**config.mk**
```make
export PLATFORM = sky130hd
export DESIGN_NAME = memory_burst_rtl
export DESIGN_NICKNAME = d
export VERILOG_FILES = /design/src/rtl/memory_burst_rtl.sv
export SDC_FILE = /design/constraint.sdc
export NUM_CORES = 1
export LEC_CHECK = 0
export BUFFER_PORTS_ARGS = -buffer_cell sky130_fd_sc_hd__buf_2
export CAP_MARGIN = 15
export CORE_ASPECT_RATIO = 0.5
export CORE_MARGIN = 3
export CORE_UTILIZATION = 45
export CTS_CLUSTER_DIAMETER = 60
export CTS_CLUSTER_SIZE = 25
export DETAILED_ROUTE_END_ITERATION = 10
export PLACE_DENSITY = 0.65
export SLEW_MARGIN = 20
export SYNTH_ARGS = -nofsm -noshare
export SYNTH_HDL_FRONTEND = slang
export SYNTH_SLANG_ARGS = --single-unit
```
**constraint.sdc**
```tcl
create_clock -name clk -period 7.2 [get_ports clk]
set_input_delay 0.36 -clock clk [delete_from_list [all_inputs] [get_ports clk]]
set_output_delay 0.36 -clock clk [all_outputs]
set_load 0.005 [all_outputs]
```
**src/rtl/memory_burst_rtl.sv**
```systemverilog
// Burst-capable word memory with byte strobes, a configurable read-data pipeline
// and per-beat OK / address-error / illegal-request responses.
module memory_burst_rtl #(
  parameter int ADDR_WIDTH = 8,
  parameter int DATA_WIDTH = 32,
  parameter int MEM_SIZE   = 16,
  parameter int RD_LATENCY = 1,
  parameter int MAX_BURST  = 4,
  localparam int BL_W      = (MAX_BURST > 1) ? $clog2(MAX_BURST) : 1,
  localparam int STRB_W    = DATA_WIDTH / 8
) (
  input  logic                  clk,
  input  logic                  reset,
  input  logic                  wr,
  input  logic                  rd,
  input  logic [ADDR_WIDTH-1:0] addr,
  input  logic [BL_W-1:0]       burst_len,
  output logic                  req_ready,
  input  logic                  wvalid,
  input  logic [DATA_WIDTH-1:0] wdata,
  input  logic [STRB_W-1:0]     wstrb,
  output logic                  rvalid,
  output logic [DATA_WIDTH-1:0] rdata,
  output logic                  wack,
  output logic [1:0]            response
);

  localparam logic [1:0] IDLE  = 2'd0;
  localparam logic [1:0] WRITE = 2'd1;
  localparam logic [1:0] READ  = 2'd2;
  localparam logic [1:0] DRAIN = 2'd3;

  localparam int                  IDX_W     = (MEM_SIZE > 1) ? $clog2(MEM_SIZE) : 1;
  localparam logic [ADDR_WIDTH:0] MEM_LIMIT = (ADDR_WIDTH + 1)'(MEM_SIZE);

  localparam logic [1:0] RESP_OK      = 2'b00;
  localparam logic [1:0] RESP_ADDRERR = 2'b01;
  localparam logic [1:0] RESP_ILLEGAL = 2'b11;

  logic [1:0]            state_q, state_d;
  logic [ADDR_WIDTH-1:0] beatAddr_q, beatAddr_d;
  logic [BL_W-1:0]       beatCnt_q, beatCnt_d;
  logic [BL_W-1:0]       burstLen_q, burstLen_d;

  logic [DATA_WIDTH-1:0] mem_q [MEM_SIZE];

  logic [RD_LATENCY-1:0] pipeValid_q;
  logic [RD_LATENCY-1:0] pipeErr_q;
  logic [DATA_WIDTH-1:0] pipeData_q [RD_LATENCY];

  logic                  addrErr;
  logic [IDX_W-1:0]      memIdx;
  logic                  lastBeat;
  logic                  acceptWr;
  logic                  acceptRd;
  logic                  illegalReq;
  logic                  beatWrite;
  logic                  beatIssue;
  logic [DATA_WIDTH-1:0] issueData;
  logic                  drainBusy;

  assign addrErr    = ({1'b0, beatAddr_q} >= MEM_LIMIT);
  assign memIdx     = beatAddr_q[IDX_W-1:0];
  assign lastBeat   = (beatCnt_q == burstLen_q);
  assign acceptWr   = (state_q == IDLE) && wr && !rd;
  assign acceptRd   = (state_q == IDLE) && rd && !wr;
  assign illegalReq = (state_q == IDLE) && wr && rd;
  assign beatWrite  = (state_q == WRITE) && wvalid;
  assign beatIssue  = (state_q == READ);
  assign issueData  = addrErr ? '0 : mem_q[memIdx];

  // DRAIN may end once only the output stage still holds a beat.
  always_comb begin
    drainBusy = 1'b0;
    for (int i = 0; i < RD_LATENCY - 1; i++) begin
      drainBusy = drainBusy | pipeValid_q[i];
    end
  end

  always_comb begin
    state_d    = state_q;
    beatAddr_d = beatAddr_q;
    beatCnt_d  = beatCnt_q;
    burstLen_d = burstLen_q;
    case (state_q)
      IDLE: begin
        if (acceptWr || acceptRd) begin
          beatAddr_d = addr;
          burstLen_d = burst_len;
          beatCnt_d  = '0;
          state_d    = acceptWr ? WRITE : READ;
        end
      end
      WRITE: begin
        if (wvalid) begin
          beatAddr_d = beatAddr_q + ADDR_WIDTH'(1);
          beatCnt_d  = beatCnt_q + BL_W'(1);
          if (lastBeat) state_d = IDLE;
        end
      end
      READ: begin
        beatAddr_d = beatAddr_q + ADDR_WIDTH'(1);
        beatCnt_d  = beatCnt_q + BL_W'(1);
        if (lastBeat) state_d = DRAIN;
      end
      DRAIN: begin
        if (!drainBusy) state_d = IDLE;
      end
      default: state_d = IDLE;
    endcase
  end

  always_ff @(posedge clk) begin
    if (!reset) begin
      state_q    <= IDLE;
      beatAddr_q <= '0;
      beatCnt_q  <= '0;
      burstLen_q <= '0;
    end else begin
      state_q    <= state_d;
      beatAddr_q <= beatAddr_d;
      beatCnt_q  <= beatCnt_d;
      burstLen_q <= burstLen_d;
    end
  end

  // Stage 0 captures the beat issued this cycle; the last stage drives the outputs.
  always_ff @(posedge clk) begin
    if (!reset) begin
      pipeValid_q <= '0;
      pipeErr_q   <= '0;
      for (int i = 0; i < RD_LATENCY; i++) begin
        pipeData_q[i] <= '0;
      end
    end else begin
      pipeValid_q[0] <= beatIssue;
      pipeErr_q[0]   <= addrErr;
      pipeData_q[0]  <= issueData;
      for (int i = 1; i < RD_LATENCY; i++) begin
        pipeValid_q[i] <= pipeValid_q[i-1];
        pipeErr_q[i]   <= pipeErr_q[i-1];
        pipeData_q[i]  <= pipeData_q[i-1];
      end
    end
  end

  always_ff @(posedge clk) begin
    if (!reset) begin
      for (int w = 0; w < MEM_SIZE; w++) begin
        mem_q[w] <= '0;
      end
    end else if (beatWrite && !addrErr) begin
      for (int b = 0; b < STRB_W; b++) begin
        if (wstrb[b]) mem_q[memIdx][b*8 +: 8] <= wdata[b*8 +: 8];
      end
    end
  end

  // Outputs are forced to their reset values while reset is held low.
  assign req_ready = !reset || (state_q == IDLE);
  assign rvalid    = reset && pipeValid_q[RD_LATENCY-1];
  assign wack      = reset && (beatWrite || illegalReq);

  always_comb begin
    rdata    = '0;
    response = RESP_OK;
    if (rvalid) begin
      rdata    = pipeData_q[RD_LATENCY-1];
      response = pipeErr_q[RD_LATENCY-1] ? RESP_ADDRERR : RESP_OK;
    end else if (wack) begin
      if (illegalReq)   response = RESP_ILLEGAL;
      else if (addrErr) response = RESP_ADDRERR;
    end
  end

endmodule

```
# After elaboration in Yosys (flattened, before gate mapping)
# Memory sizes are Yosys's and may differ from the RTL's. A register that Yosys moved wholly into a read port is not among the register bits.
# Index checks and enable logic that the tools add are counted.
# word_totals
reg_bits,16
mem_bits_rw,544
in_bits,51
out_inout_bits,37
word_cells,86
mem_count,2
# classes
addsub,2
n_lt_le_gt_ge,1
eq_ne,8
n_mux,44
n_reduce_logical,23
# mem_list
memory,words,width,rd,rd_ports_with_merged_regs,wr,line_no,text
mem_q,16,32,1,1,16,45,logic [DATA_WIDTH-1:0] mem_q [MEM_SIZE];
pipeData_q,1,32,1,0,1,49,logic [DATA_WIDTH-1:0] pipeData_q [RD_LATENCY];
# ops
cell,count
two-way mux 32 bit,4
OR reduction 32 bit,2
case mux 8 bit (3 select lines),1
two-way mux 1 bit,21
two-way mux 2 bit,10
two-way mux 4 bit,4
two-way mux 8 bit,2
logical AND 1 bit,9
adder 8 x 1 -> 8 bit (second input constant),1
greater-or-equal comparator 8 x 5 -> 1 bit (second input constant),1
case mux 2 bit (4 select lines),1
!= test 2 bit (second input constant),3
case mux 2 bit (3 select lines),1
== test 2 bit (second input constant),2
logical NOT 1 bit,4
AND reduction 4 bit,1
logical OR 1 bit,3
AND reduction 3 bit,1
nonzero test 3 bit,1
adder 2 x 1 -> 2 bit (second input constant),1
== test 2 x 1 -> 1 bit (second input constant),1
== test 2 bit,1
logical NOT 2 bit,1
!= test 2 x 1 -> 1 bit (second input constant),1
AND reduction 2 bit,1

# Depth between registers and ports, before layout
# logic_depth
depth_word,8
depth_mapped,8
depth_no_buf,6

# Least setup slack after synthesis
# OpenSTA, ideal clock, no wires.
# synth_timing
kind,register to register
startpoint,register state_q[1]
endpoint,memory mem_q[12][0] (enable)
setup_time_ns,0.384
arrival_time_ns,1.879
required_time_ns,6.816
path_slack_ns,4.937
path_stages_with_launch,8
path_buffers,2
period_less_slack_ns,2.263
path_cell_list,dfxtp_1 -> inv_1 -> ha_1 -> and2_1 -> clkbuf_1 -> nand4_1 -> clkbuf_1 -> o21ai_0
# synth_rtl
element,line_no,text
from (decl),40,"logic [1:0] state_q, state_d;"
from (signal assigned),120,state_q <= state_d;
to (decl),45,

==> impl_metrics.yaml <==
clocking:
  clk_latency_ps: 550
  clock_sinks: 564
  clkTransAtPathRegs_ps: 90
  cts_root_buf: "clkbuf_16"
  cts_tree: "built"
  ctsHoldBuffers: 0
  clk_path_buf_depth: 3
  numCtsBuffers: 35
  ctsResizeCount: 0
  htree_levels: 2
  cts_setup_buffers: 0
timing:
  slew_violations: 0
  maxClockFrequency_ghz: 0.358
  rsz0062_at_grt: "no"
  fin_crit_ps: 2790
  whs_ps: 39.9
  fin_tns_setup_ps: 0
  finClkSkew_ps: 23.6
  period_share_pct: 38.8
  slew_headroom_pct: 28.5
  setup_viol: 0
  worstMarginPinSlew_ps: 1060
  hold_violations: 0
floorplanning:
  num_rows: 61
  die_h_um: 175
  die_area_um2: 60400
  fp.coreArea_um2: 56100
  io_pins: 88
  die_x_um: 345
  initial_core_util_pct: 46.0
finish:
  multi_input_area_um2: 8800
  regArea_um2: 16400
  final_common_cell: "edfxtp_1"
  nets: 1856
  drive_gt1_share_pct: 19.5
  final_util_pct: 50.2
  area_growth_pct: 9.15
  layout_common_cells: "edfxtp_1 (512), and2_1 (482), mux4_2 (126)"
  final_cells: 2582
  nFillCells: 4655
synthesis:
  postSynthAreaPerCell_um2: 14.7
  yosysWarnings: 0
  synth-main-ff-cell: "edfxtp_1"
  syn_inst: 1753
  async_reset_ff_share_pct: 0
  syn-num-nets: 1812
  synth_seq_cells: 564
  seq_area_frac_synth_pct: 63.6
  synth_enable_flop_cells: 512
  ys_types: 45
  syn_area_um2: 25800
placed_design:
  place_congestion: 0.777
  io_buffers: 87
  dp_hpwl_mm: 39.5
  placed_cells: 2515
worst_setup_path:
  critical_path.endpoint_type: "register"
  worstPathRequired_ps: 7370
  path_cells: "nor2b_1 > nand2_1 > o21ai_0"
  path_class: "register to register"
  crit_path_max_fanout: 11
  cpMaxStageDelayCell: "o21ai_0"
  path_buf_inv: 0
  path_delay_family: "compound AO/OA/AOI/OAI gates"
  cp-start-kind: "register"
  max_stage_delay_ps: 1030
  arrival_ps: 2970
routing:
  antenna_left: 0
  first_pass_iters: 8
  wl_per_cell_um: 24.0
  via_count: 14600
  drt_iter0_markers: 1554
  drt_wl_total_mm: 62.0
  via_per_inst: 5.65
  drc: 0
run_status:
  status: "complete, no violations"
grt:
  grt_pass1_wl_mm: 92.6
  antenna_found_initial: 3
  grt_pass1_vias: 14100
  grt_overflow: 0
  track_usage_pct: 20.6
  grt_max_degree: 81
power_and_ir_drop:
  ir_drop_mv: 0.199
  power.leakage_nw: 10.1
  powerDensity_nw_per_um2: 288
run:
  drv_cap: 0
min_path:
  hp-class: "input pin to register"
through the flow:
step	power (W)	setup WS, ps	cell area, um2
detailed placement	0.00602	4130	27000
finish	0.00811	4410	28200
floorplan	0.00540	4940	25800
global placement	0.00601	4150	27000
CTS	0.00814	4100	28100
global route	0.00842	4240	28200
state kept, by name, summed over array words and instances (netlist names), named ones only:
name / cells
mem_q: 512
pipeData_q: 32
beatAddr_q: 8
beatCnt_q: 2
burstLen_q: 2
state_q: 2
pipeErr_q: 1
pipeValid_q: 1
where the power goes:
group,internal [W],leakage [nW],switching [W]
Combinational,0.000824,3.88,0.00112
Clock,0.00102,0.542,0.00114
Sequential,0.00377,5.71,0.000240
Total,0.00561,10.1,0.00250
area by class of cell:
class                   instances  share of cell area, %
diodes                          3                 0.0267
clock inverters                21                  0.702
clock buffers                  42                   3.35
inverters                       7                 0.0933
flip-flops and latches        564                   58.3
repair buffers                133                   2.90
multi-input cells            1056                   31.2
well taps                     756                   3.36
cell usage after synthesis (5+ instances only):
library cell	number	area [um2]
a211oi_1	64	480
a21oi_1	10	50.1
and2_1	482	3020
and3_1	66	413
and4_1	5	43.8
buf_2	15	75.1
buf_4	12	90.1
clkbuf_1	93	349
dfxtp_1	52	1040
edfxtp_1	512	15400
ha_1	8	100
inv_1	7	26.3
mux2i_1	40	400
mux4_2	126	2840
nand2_1	39	146
nand3_1	7	35.0
nand4_1	6	37.5
nor2_1	45	169
nor2_2	10	62.6
nor2_4	20	225
nor2b_1	35	219
o21ai_0	64	320
routing by layer:
metal | vias to the layer above | routed length (um) | global-route usage (%)
met3 | 66 | 4750 | 3.69
met4 | 0 | 1030 | 3.76
met2 | 519 | 28700 | 32.1
li1 | 6577 | - | -
met5 | - | 0 | 0
met1 | 7416 | 27500 | 30.7
worst min-delay path: stages:
cell and delay, ps:
buf_2 80, mux2i_1 50, nor2_1 70
worst paths after layout:
check | start | to | slack, ps | depth (start not counted)
worst max register to register | beatAddr_q[2] | mem_q[5][9] | 4410 | 3
worst min-delay path | burst_len[0] | burstLen_q[0] | 40 | 3
worst max-delay path | beatAddr_q[2] | mem_q[5][9] | 4410 | 3
worst min register to register | beatAddr_q[7] | beatAddr_q[7] | 500 | 2
cells by family (layout without fill, tap and decap cells):
group / after synthesis / after routing / synth area share (%)
XOR/XNOR: 3 / 3 / 0.102
flip-flops: 564 / 564 / 63.6
multiplexers: 167 / 167 / 12.6
buffers and inverters: 133 / 203 / 2.28
AND/OR/NAND/NOR: 723 / 723 / 17.2
other: 0 / 3 / 0
adder cells (fa/ha/maj): 8 / 8 / 0.388
AO/OA/AOI/OAI: 155 / 155 / 3.87
(Power assumes the default switching activity.)
